`src/rtl/csa_accumulator_pkg.sv`:
```
// Shared types and constants for the carry-save accumulator.
//   state_t    : controller state (ACCUM, RESOLVE, DONE), also exported on the
//                top-level debug port so checkers can bind to it.
//   OP_COUNT_W : width of the saturating operand counter.
package csa_accumulator_pkg;

  typedef enum logic [1:0] {
    ACCUM   = 2'd0,
    RESOLVE = 2'd1,
    DONE    = 2'd2
  } state_t;

  localparam int OP_COUNT_W = 16;

endpackage

```
`src/rtl/csa_stage.sv`:
```
// One level of 3:2 carry-save compression across WIDTH bits.
// Ports:
//   a, b, c : three addends
//   sum     : bitwise sum (a ^ b ^ c)
//   carry   : majority vector shifted left by one; the carry out of the top
//             bit is dropped, giving modulo 2^WIDTH arithmetic.
// Purely combinational; sum + carry == a + b + c (mod 2^WIDTH).
module csa_stage #(
  parameter int WIDTH = 40
) (
  input  logic [WIDTH-1:0] a,
  input  logic [WIDTH-1:0] b,
  input  logic [WIDTH-1:0] c,
  output logic [WIDTH-1:0] sum,
  output logic [WIDTH-1:0] carry
);

  // Only the lower WIDTH-1 majority bits survive the left shift.
  logic [WIDTH-2:0] maj;

  assign sum   = a ^ b ^ c;
  assign maj   = (a[WIDTH-2:0] & b[WIDTH-2:0])
               | (a[WIDTH-2:0] & c[WIDTH-2:0])
               | (b[WIDTH-2:0] & c[WIDTH-2:0]);
  assign carry = {maj, 1'b0};

endmodule

```
`src/rtl/csa_accumulator.sv`:
```
// Multi-operand accumulator holding its running total in carry-save form.
// Operands are absorbed one per cycle with no carry propagation; after the
// last operand the redundant pair is resolved CHUNK bits per cycle and the
// binary result is offered on a valid/ready output.
// Ports:
//   CLK, nRST            : clock, synchronous active-low reset
//   clear                : synchronous abort, returns to empty ACCUM
//   in_valid/in_ready    : operand handshake (operand, is_signed, in_last)
//   out_valid/out_ready  : result handshake (result, op_count)
//   result               : resolved total modulo 2^ACC_WIDTH
//   op_count             : operands accepted, saturating
//   state                : controller state, for observation only
//
// Handshake: a transfer happens on a rising edge where valid and ready are
// both high. in_ready and out_valid are registered and never depend on the
// same-cycle in_valid/out_ready; once out_valid rises, result and op_count
// hold until the transfer edge.
module csa_accumulator
  import csa_accumulator_pkg::*;
#(
  parameter int BIT_WIDTH = 32,
  parameter int ACC_WIDTH = 40,
  parameter int CHUNK     = 8
) (
  input  logic                  CLK,
  input  logic                  nRST,
  input  logic                  clear,
  input  logic                  in_valid,
  output logic                  in_ready,
  input  logic [BIT_WIDTH-1:0]  operand,
  input  logic                  is_signed,
  input  logic                  in_last,
  output logic                  out_valid,
  input  logic                  out_ready,
  output logic [ACC_WIDTH-1:0]  result,
  output logic [OP_COUNT_W-1:0] op_count,
  output state_t                state
);

  localparam int NCHUNK = ACC_WIDTH / CHUNK;
  localparam int K_W    = (NCHUNK > 1) ? $clog2(NCHUNK) : 1;
  localparam logic [K_W-1:0] K_LAST = K_W'(NCHUNK - 1);

  state_t                state_q, state_d;
  logic [ACC_WIDTH-1:0]  sum_r, carry_r, result_r;
  logic [ACC_WIDTH-1:0]  ext_op, csa_sum, csa_carry;
  logic [OP_COUNT_W-1:0] count_r;
  logic [K_W-1:0]        k_r;
  logic                  rcarry_r;
  logic                  in_ready_r, out_valid_r;
  logic                  accept, zero_all;
  logic [CHUNK:0]        chunk_sum;

  // Reset and clear share one path: both return to an empty accumulation.
  assign zero_all = !nRST || clear;
  assign accept   = in_valid && in_ready_r;

  assign ext_op = is_signed ? ACC_WIDTH'($signed(operand)) : ACC_WIDTH'(operand);

  csa_stage #(.WIDTH(ACC_WIDTH)) u_stage (
    .a     (sum_r),
    .b     (carry_r),
    .c     (ext_op),
    .sum   (csa_sum),
    .carry (csa_carry)
  );

  // One CHUNK-bit ripple slice per RESOLVE cycle; bit CHUNK is the carry
  // handed to the next slice.
  assign chunk_sum = {1'b0, sum_r[int'(k_r)*CHUNK +: CHUNK]}
                   + {1'b0, carry_r[int'(k_r)*CHUNK +: CHUNK]}
                   + {{CHUNK{1'b0}}, rcarry_r};

  always_ff @(posedge CLK) begin
    if (!nRST) begin
      state_q <= ACCUM;
    end else begin
      state_q <= state_d;
    end
  end

  always_comb begin
    state_d = state_q;
    unique case (state_q)
      ACCUM:   if (accept && in_last) state_d = RESOLVE;
      RESOLVE: if (k_r == K_LAST)     state_d = DONE;
      DONE:    if (out_ready)         state_d = ACCUM;
      default:                        state_d = ACCUM;
    endcase
    if (zero_all) state_d = ACCUM;
  end

  always_ff @(posedge CLK) begin
    if (zero_all) begin
      sum_r       <= '0;
      carry_r     <= '0;
      result_r    <= '0;
      count_r     <= '0;
      k_r         <= '0;
      rcarry_r    <= 1'b0;
      in_ready_r  <= 1'b1;
      out_valid_r <= 1'b0;
    end else begin
      // Flags follow the next state so they are valid in the same cycle the
      // state register changes.
      in_ready_r  <= (state_d == ACCUM);
      out_valid_r <= (state_d == DONE);
      unique case (state_q)
        ACCUM: begin
          if (accept) begin
            sum_r    <= csa_sum;
            carry_r  <= csa_carry;
            if (count_r != '1) count_r <= count_r + OP_COUNT_W'(1);
            k_r      <= '0;
            rcarry_r <= 1'b0;
          end
        end
        RESOLVE: begin
          // The carry out of the final chunk is discarded by the next
          // accumulation clearing rcarry_r (wrap-around).
          result_r[int'(k_r)*CHUNK +: CHUNK] <= chunk_sum[CHUNK-1:0];
          rcarry_r <= chunk_sum[CHUNK];
          k_r      <= k_r + K_W'(1);
        end
        DONE: begin
          if (out_ready) begin
            sum_r    <= '0;
            carry_r  <= '0;
            result_r <= '0;
            count_r  <= '0;
          end
        end
        default: ;
      endcase
    end
  end

  assign in_ready  = in_ready_r;
  assign out_valid = out_valid_r;
  assign result    = result_r;
  assign op_count  = count_r;
  assign state     = state_q;

endmodule

```
`config.mk`:
```
export PLATFORM = sky130hd
export DESIGN_NAME = csa_accumulator
export DESIGN_NICKNAME = d
export VERILOG_FILES = /design/src/rtl/csa_accumulator_pkg.sv /design/src/rtl/csa_stage.sv /design/src/rtl/csa_accumulator.sv
export SDC_FILE = /design/constraint.sdc
export NUM_CORES = 1
export LEC_CHECK = 0
export BUFFER_PORTS_ARGS = -buffer_cell sky130_fd_sc_hd__buf_4
export CAP_MARGIN = 10
export CORE_AREA = 2 2 117 119
export DETAILED_ROUTE_END_ITERATION = 8
export DIE_AREA = 0 0 119 121
export GPL_ROUTABILITY_DRIVEN = 0
export MAX_ROUTING_LAYER = met4
export PLACE_DENSITY = 0.71
export SETUP_SLACK_MARGIN = 0.05
export SLEW_MARGIN = 10
export SYNTH_ARGS = -nofsm -noshare
export SYNTH_HDL_FRONTEND = slang
export SYNTH_HIERARCHICAL = 1
export SYNTH_SLANG_ARGS = --single-unit
```
`constraint.sdc`:
```
create_clock -name CLK -period 8.3 [get_ports CLK]
set_input_delay 0.415 -clock CLK [delete_from_list [all_inputs] [get_ports CLK]]
set_output_delay 0.415 -clock CLK [all_outputs]
set_load 0.1 [all_outputs]
```
# After elaboration in Yosys (flattened, before gate mapping)
# Index checks and enable logic that the tools add are counted.
[totals]
regBits = 144
latch_bits = 0
ram_bits = 0
romBits = 0
input_bits = 39
output_inout_bits = 60
mem_count = 0
[op_classes]
addsub = 5
multipliers = 0
div_mod_pow = 0
n_lt_le_gt_ge = 0
eq_ne = 8
shift = 4
n_mux = 21
bitwise = 7
reduce_logical = 13
[op_table]
columns = ["op", "count"]
rows = [
  ["$pmux W40 S2", 3],
  ["$mux W40", 4],
  ["$and A39 B39 Y39", 3],
  ["$shiftx A40 B7 Y8", 2],
  ["$xor A40 B40 Y40", 2],
  ["$or A39 B39 Y39", 2],
  ["$mux W16", 3],
  ["$bwmux W40", 1],
  ["$shift A8 B33 Y40 const A", 1],
  ["$shiftx A8 B33 Y40", 1],
  ["$neg A6 Y33", 1],
  ["$pmux W16 S2", 1],
  ["$add A16 B1 Y16 const B", 1],
  ["$ne A16 B16 Y1 const B", 1],
  ["$add A8 B8 Y9", 1],
  ["$add A9 B1 Y9", 1],
  ["$mux W2", 4],
  ["$ne A2 B2 Y1 const B", 3],
  ["$pmux W2 S3", 1],
  ["$pmux W3 S2", 1],
  ["$reduce_bool A2 Y1", 3],
  ["$eq A2 B2 Y1 const B", 2],
  ["$logic_not A2 Y1", 2],
  ["$reduce_and A2 Y1", 2],
  ["other kinds (11)", 12],
]

# Longest topological paths before layout
# Gate-level depths: netlist of run 1.
[logic_depth]
ltp_word = 6
depth_mapped = 12
mapped_depth_nobuf = 11

# Modules after synthesis
# Netlist of run 1, hierarchy kept.
[by_module_without_submodules]
columns = ["module", "n_inst", "cells_each", "area_each_um2", "seq_area_each_um2"]
rows = [
  ["csa_accumulator", 1, 665, 6188.4, 2882.8],
  ["csa_stage", 1, 42, 815.8, 0.0],
]

# Worst setup path before layout of run 1
# Ideal clock, no wire load.
[synth_timing]
kind = "reg2reg"
from = "register k_r[0]"
to = "register result_r[14] (netlist: result[14])"
setup_time_ns = 0.063
arrival_ns = 3.026
t_required_ns = 8.237
path_slack_ns = 5.211
stages_incl_launch_ff = 12
n_path_buf = 1
path_cell_list = "dfxtp_1 > buf_2 > mux4_2 > a22o_1 > fa_1 > inv_1 > fa_1 > nor2b_1 > o31a_1 > o31a_1 > nor3_2 > a32o_1"
[synth_via]
elab_chain_cells = 6
word_cells_on_any_way = 9
classes_between = "3 x add/sub; 4 x shift; 2 x mux"
[synth_lines]
columns = ["item", "line_no", "source"]
rows = [
  ["start, declared", "csa_accumulator.sv:48", "logic [K_W-1:0] k_r;"],
  ["start signal, assigned", "csa_accumulator.sv:123", "k_r <= k_r + K_W'(1);"],
  ["$shiftx A40 B7 Y8 (on tied branches)", "csa_accumulator.sv:70, csa_accumulator.sv:71", ""],
  ["$add A8 B8 Y9", "csa_accumulator.sv:71", "+ {1'b0, carry_r[int'(k_r)*CHUNK +: CHUNK]}"],
  ["$add A9 B1 Y9", "csa_accumulator.sv:72", "+ {{CHUNK{1'b0}}, rcarry_r};"],
  ["$shiftx A8 B33 Y40", "csa_accumulator.sv:121", "result_r[int'(k_r)*CHUNK +: CHUNK] <= chunk_sum[CHUNK-1:0];"],
  ["$bwmux W40 *", "csa_accumulator.sv:121", ""],
  ["$pmux W40 S2 *", "csa_accumulator.sv:108", "unique case (state_q)"],
  ["end signal, assigned by index", "csa_accumulator.sv:121", ""],
  ["end, declared", "csa_accumulator.sv:45", "logic [ACC_WIDTH-1:0] sum_r, carry_r, result_r;"],
]
# Mark *: on every way between the ends. The rest lies on a longest branch, timed or not.
# A chain may end at the register's enable or synchronous reset.

# Worst setup path in the final report of run 1
[layout_timing]
from = "register k_r[1]"
to = "register result_r[22] (netlist: result[22])"
# The elaborated chain is that of the path after synthesis.

==> metrics, run 1 <==
warnings from Yosys=6; Layout Cells excl Fill=967; port buffer count=between 90 and 100; CP Launch Type=register; Routed Antenna Nets=0; max incr delay on CP=980 ps; Critical Path Sink Type=register; critical-path cell list=mux4_2, a22o_1, fa_1, inv_1, fa_1, nor2b_1, o31a_1, o31a_1, nor3_2, a32o_1; setup TNS=0 ps; P&R area growth vs syn=20.1%; CTS root buffer=clkbuf_16; Vias=5,716; Clock Sinks=144; clk_lat worst skew=420 ps; # rows=42; fillers=around 1,000; post-synth top area share=between 40% and 50%; Yosys cell types=54; Clock Skew=7.28 ps; critical path class=reg -> reg; cell taking the most area after synthesis=dfxtp_1; Synth area leaders=dfxtp_1 41%, fa_1 12%, a22oi_1 8.6%, nor2_1 7.0%, mux4_2 4.5%; flop and latch count out of synthesis=between 100 and 150; Starting Density=53.5%; Fmax=around 0.28 GHz; list of most frequent post-synthesis cells=144 x dfxtp_1, 131 x nor2_1, 80 x a22oi_1; status=finished clean; post-CTS setup buffer count=0; vias per cell=5.91; chip width=119 microns; worst path arrival time=3890 ps; Synth Cell Area=7000 sq um; Residual DRC=0; CP Max Fanout=23; HPWL after detailed placement=11.7 mm; Die Area=approximately 14,000 sq um; I/O Pins=99; CORE AREA=13,100 sq um; Critical-path top delay cell=dfxtp_1; Tcrit/Tclk final=42.6%; Seq/Total Area, Yosys=41.2%; Num CTS Buffers=17; vias in the first global route=5,458; First DRT Iteration DRCs=537; CTS Hold Buffers Added=0; routed len/inst=17.6 microns; Final setup violation count=0; syn_nets=~800; Post-synth EDFFs=0; total wire length=17.0 mm; Synth Flop Type=dfxtp_1; maximum number of pins on one net before global-route repair=90; CTS tree=done; Final Hold Fails=0; time the worst path needs with I/O delays and setup=3530 ps; # nets final=870; H-tree depth=4; most frequent cell after synthesis=dfxtp_1; WP data required=8660 ps; power per cell area=a little under 200 nW/um^2; share of cells above drive strength 1=19.8%; worst-margin pin slew=1210 ps; first-pass GRT wire length=27.8 mm; DR pass1 iterations=5; Die Y=between 100 and 150 microns; CTS resizes=0; Mapped Cells=707; syn_area_per_cell=between 9 and 10 sq um; Overflow after GRT=0; Inserted Diodes=0; Slew Viols, Final=0; gr usage total=25.1%; LEAKAGE=0.00324 uW; Hold WC Path Type=in -> reg; Rel. slew slack=19.3%; ys async rst share=0%; clock buffer depth=2; Worst IR Drop VDD=125 uV; clock-pin slew on the worst setup and hold paths=60 ps; placed insts=935; antenna violations before repair=0; total of max-cap violations=0; RSZ-0062 raised after global routing=no
kinds of logic after synthesis:
logic type                 after synthesis  synth area share, %
AOI/OAI and AO/OA                      172                 17.5
xor gates and xnor gates                17                 2.34
adders and majority gates               53                 13.9
buffers and inverters                   59                 3.59
DFF                                    144                 41.2
muxes                                   19                 5.25
other                                    1               0.0535
and+or+nand+nor                        242                 16.2
critical path: cells and delay by family (launching register included):
family          cells  cell delay (ps)
fa+ha+maj           2              630
buf+inv             1               90
simple gates        2              400
flops               1              980
mux                 1              410
compound gates      4              970
power breakdown:
part           internal (uW)  switching (uW)
Clock                    516             285
Combinational           44.5            69.3
Sequential               700            10.3
Total                   1260             364
metrics by stage:
stage                     power, uW  hold WS, ps  worst slack [ps]  instance area [sq um]  util (%)
after floorplan                 801          490              5210                   7000         -
final                          1630          292              4770                   8410      64.3
after CTS                      1640          271              4730                   8410      64.3
after global routing           1690          301              4410                   8410      64.3
after detailed placement        839          459              4780                   7790      59.5
after global placement          835          457              4910                   7790      59.5
layout make-up:
class | instances | area (sq um) | share of cell area (%)
Multi-Input combinational cell | 504 | 3880 | 46.2
Tap cell | 176 | 220 | 2.62
Sequential cell | 144 | 2880 | 34.3
Clock buffer | 21 | 460 | 5.47
Inverter | 8 | 30.0 | 0.357
Clock inverter | 11 | 161 | 1.92
Timing Repair Buffer | 103 | 773 | 9.19
sequential cells by signal, indices dropped and copies added (netlist names):
signal,flops
state,2
rcarry_r,1
op_count,16
sum_r,40
k_r,3
out_valid,1
carry_r,40
in_ready,1
result,40
placed cells by master, fill, tap and decap left out, types with 8 or more instances in the layout:
cell type	n
clkbuf_16	17
a22oi_1	80
dfxtp_1	144
nand4_1	8
o21ai_0	9
mux4_2	14
ha_1	12
buf_4	103
nor2_1	130
a22o_1	14
fa_1	41
nand3_1	30
xor2_1	10
a21oi_1	29
nand2_1	23
a32o_1	10
nor3_1	10
a31oi_1	14
path summary, 6_finish.rpt:
check | startpoint | end | slack [ps] | depth (start not counted)
worst max-delay path | k_r[1] | result[22] | 4770 | 10
worst min-delay path | in_last | state[0] | 290 | 3
worst max register to register | k_r[1] | result[22] | 4770 | 10
worst min register to register | result[8] | result[8] | 470 | 2
per-layer routing:
layer / vias up / global-route usage (%) / wire [microns]
li1: 2712 / - / -
met1: 2810 / 31.8 / 7450
met2: 161 / 40.0 / 8400
met3: 33 / 5.08 / 780
met4: 0 / 9.97 / 377
met5: - / - / 0
(Power assumes the default switching activity.)
==> run 2, diff against run 1 <==
--- a/config.mk
+++ b/config.mk
@@ -7,9 +7,9 @@
 export LEC_CHECK = 0
 export BUFFER_PORTS_ARGS = -buffer_cell sky130_fd_sc_hd__buf_4
 export CAP_MARGIN = 10
-export CORE_AREA = 2 2 117 119
+export CORE_AREA = 2 2 120 122
 export DETAILED_ROUTE_END_ITERATION = 8
-export DIE_AREA = 0 0 119 121
+export DIE_AREA = 0 0 122 124
 export GPL_ROUTABILITY_DRIVEN = 0
 export MAX_ROUTING_LAYER = met4
 export PLACE_DENSITY = 0.71
==> constraint.sdc (replaced) <==
create_clock -name CLK -period 2.9 [get_ports CLK]
set_input_delay 0.145 -clock CLK [delete_from_list [all_inputs] [get_ports CLK]]
set_output_delay 0.145 -clock CLK [all_outputs]
set_load 0.1 [all_outputs]
==> run 2 against run 1 <==
  * Flip-flop and latch count unchanged
  * Setup slack got worse by 4800 ps
  * Die area increased by 5.1%
  * Sequential share of layout area is 1.3 points lower
  * Wire length rose by 5.5%
  * Count of clock-buffer cells in the layout grew 1
  * Final area is 4.4% higher
  * The run now ends with setup timing left
  * Critical path type unchanged
  * Critical endpoint is now rcarry_r
==> metrics, run 2 (synthesized netlist as in run 1, its figures left out) <==
status=finished with violations; failing checks=setup timing; Overflow after GRT=0 (unchanged); CTS tree=done; gr usage total=25.1% (-0.063 points); Slew Viols, Final=0 (unchanged); DR pass1 iterations=5 (unchanged); P&R area growth vs syn=25.3%; post-route cell area=8780 sq um (+4.4%); Fmax=0.345 GHz (+22%); Hold WC Path Type=in -> reg; Final Hold Fails=0 (unchanged); antenna violations before repair=0 (unchanged); # nets final=897 (+3.1%); Worst IR Drop VDD=420 uV (+240%); CORE AREA=13,700 sq um (+4.8%); first-pass GRT wire length=28.2 mm (+1.6%); vias per cell=5.95 (+0.74%); H-tree depth=4 (unchanged); clock buffer depth=2 (unchanged); HPWL after detailed placement=12.4 mm (+6.4%); Critical Path Stages=11 (+1); Die Y=124 microns (+2.5%); Pwr Total=4740 uW (+190%); reg2reg end=rcarry_r; total wire length=17.9 mm (+5.5%); chip width=122 microns (+2.5%); power per cell area=539 nW/um^2 (+180%); placed cell area=7970 sq um (+2.3%); Vias=5,943 (+4.0%); port buffer count=98 (unchanged); Starting Density=51.1% (-2.5 points); most common cell after layout, fill and taps aside=dfxtp_1; WP data required=3210 ps (-5450 ps); clk_lat worst skew=430 ps (about the same); CP Launch Type=register; vias in the first global route=5,631 (+3.2%); Final WS setup=-0.459 ps (-4770 ps); routed len/inst=18.0 microns (+2.2%); cell family with most CP delay=compound AO/OA/AOI/OAI gates; CP Max Fanout=5 (-78%); clock-pin slew on the worst setup and hold paths=60 ps (about the same); share of cells above drive strength 1=24.7% (+4.8 points); maximum number of pins on one net before global-route repair=84 (-6.7%); worst path arrival time=3210 ps (-680 ps); Num CTS Buffers=17 (unchanged); Inserted Diodes=0 (unchanged); Routed Antenna Nets=0 (unchanged); Rel. slew slack=48.9% (+30 points); Final setup violation count=1 (+1); RSZ-0062 raised after global routing=yes; I/O Pins=99 (unchanged); worst setup path start=k_r[0]; Die Area=15,100 sq um (+5.1%); First DRT Iteration DRCs=574 (+6.9%); R2R Setup Slk=-0.5 ps (-4770 ps); Critical-path top delay cell=mux4_2; LEAKAGE=0.00343 uW (+6.0%); Clock Skew=4.74 ps (-2.54 ps); Residual DRC=0 (unchanged); Worst Path Buf+Inv=2 (+1); Tcrit/Tclk final=100% (+57 points); critical path class=reg -> reg; # rows=43 (+2.4%); CTS Hold Buffers Added=0 (unchanged); Layout Cells excl Fill=998 (+3.2%); Clock Sinks=144 (unchanged); worst-margin pin slew=767 ps (-440 ps); placed insts=958 (+2.5%); Worst setup endpoint=rcarry_r; time the worst path needs with I/O delays and setup=2900 ps (-632 ps); Critical Path Sink Type=register; critical-path cell list=mux4_2, a22o_1, fa_2, inv_2, fa_2, nor2b_1, o31a_1, o31a_1, buf_4, nor4_4, nor4_1; max incr delay on CP=510 ps (-470 ps); reg-to-reg critical path startpoint=k_r[0]; most frequent cells in the layout=142 x dfxtp_1, 130 x nor2_1, 127 x buf_4; CTS root buffer=clkbuf_16; FF-to-FF path depth=11 (+1); total of max-cap violations=0 (unchanged)
[run 2: tightest hold or removal path, delay by kind of cell]
family                 cells  cell delay [ps]
AO/OA/AOI/OAI              1               50
buffers and inverters      1               90
AND/OR/NAND/NOR            1              120
[run 2: through the flow]
| step | hold slack (ps) | TNS, ps | worst slack (ps) | utilization, % |
|---|---|---|---|---|
| final | 20.4 | -0.459 | -0.459 | 64.0 |
| after global routing | 43.6 | -548 | -102 | 64.0 |
| after CTS | 6.90 | 0 | 36.7 | 63.1 |
| after detailed placement | 448 | -312 | -67.3 | 58.1 |
| after global placement | 435 | 0 | 25.4 | 58.1 |
| after floorplan | 323 | 0 | 42.7 | - |
[run 2: worst min path at each step]
stage | from | to | slack (ps) | depth (start not counted)
after floorplan | in_last | state[0] | 320 | 2
after global placement | in_last | state[0] | 430 | 3
after detailed placement | in_last | state[0] | 450 | 3
after CTS | in_last | state[0] | 7 | 3
after global routing | in_last | state[0] | 40 | 3
final | in_last | state[0] | 20 | 3
[run 2: final cells by class]
type / count / area [sq um]
Clock buffer: 22 / 484
Clock inverter: 10 / 156
Fill cell: 1072 / 4940
Inverter: 8 / 30.0
Multi-Input combinational cell: 504 / 3990
Sequential cell: 144 / 2890
Tap cell: 180 / 225
Timing Repair Buffer: 130 / 1000
[run 2: where the power goes]
part / internal, uW / leakage, uW / switching [uW]
clock network: 1520 / 0.000316 / 826
registers: 2000 / 0.00116 / 30.1
logic: 144 / 0.00195 / 209
total: 3670 / 0.00343 / 1070
[run 2: metal layers]
metal / GRT usage, % / vias up / part of all wire, %
met2: 40.4 / 210 / 50
met5: - / - / 0
met4: 10.2 / 0 / 2.0
met1: 30.4 / 2937 / 42
li1: - / 2764 / -
met3: 6.27 / 32 / 6.3
[run 2: what timing repair did]
item,CTS,global route
resized for setup,5,16
setup buffers,3,5
endpoints found under the setup margin,15,28
pin swaps,6,8
gates cloned,0,0
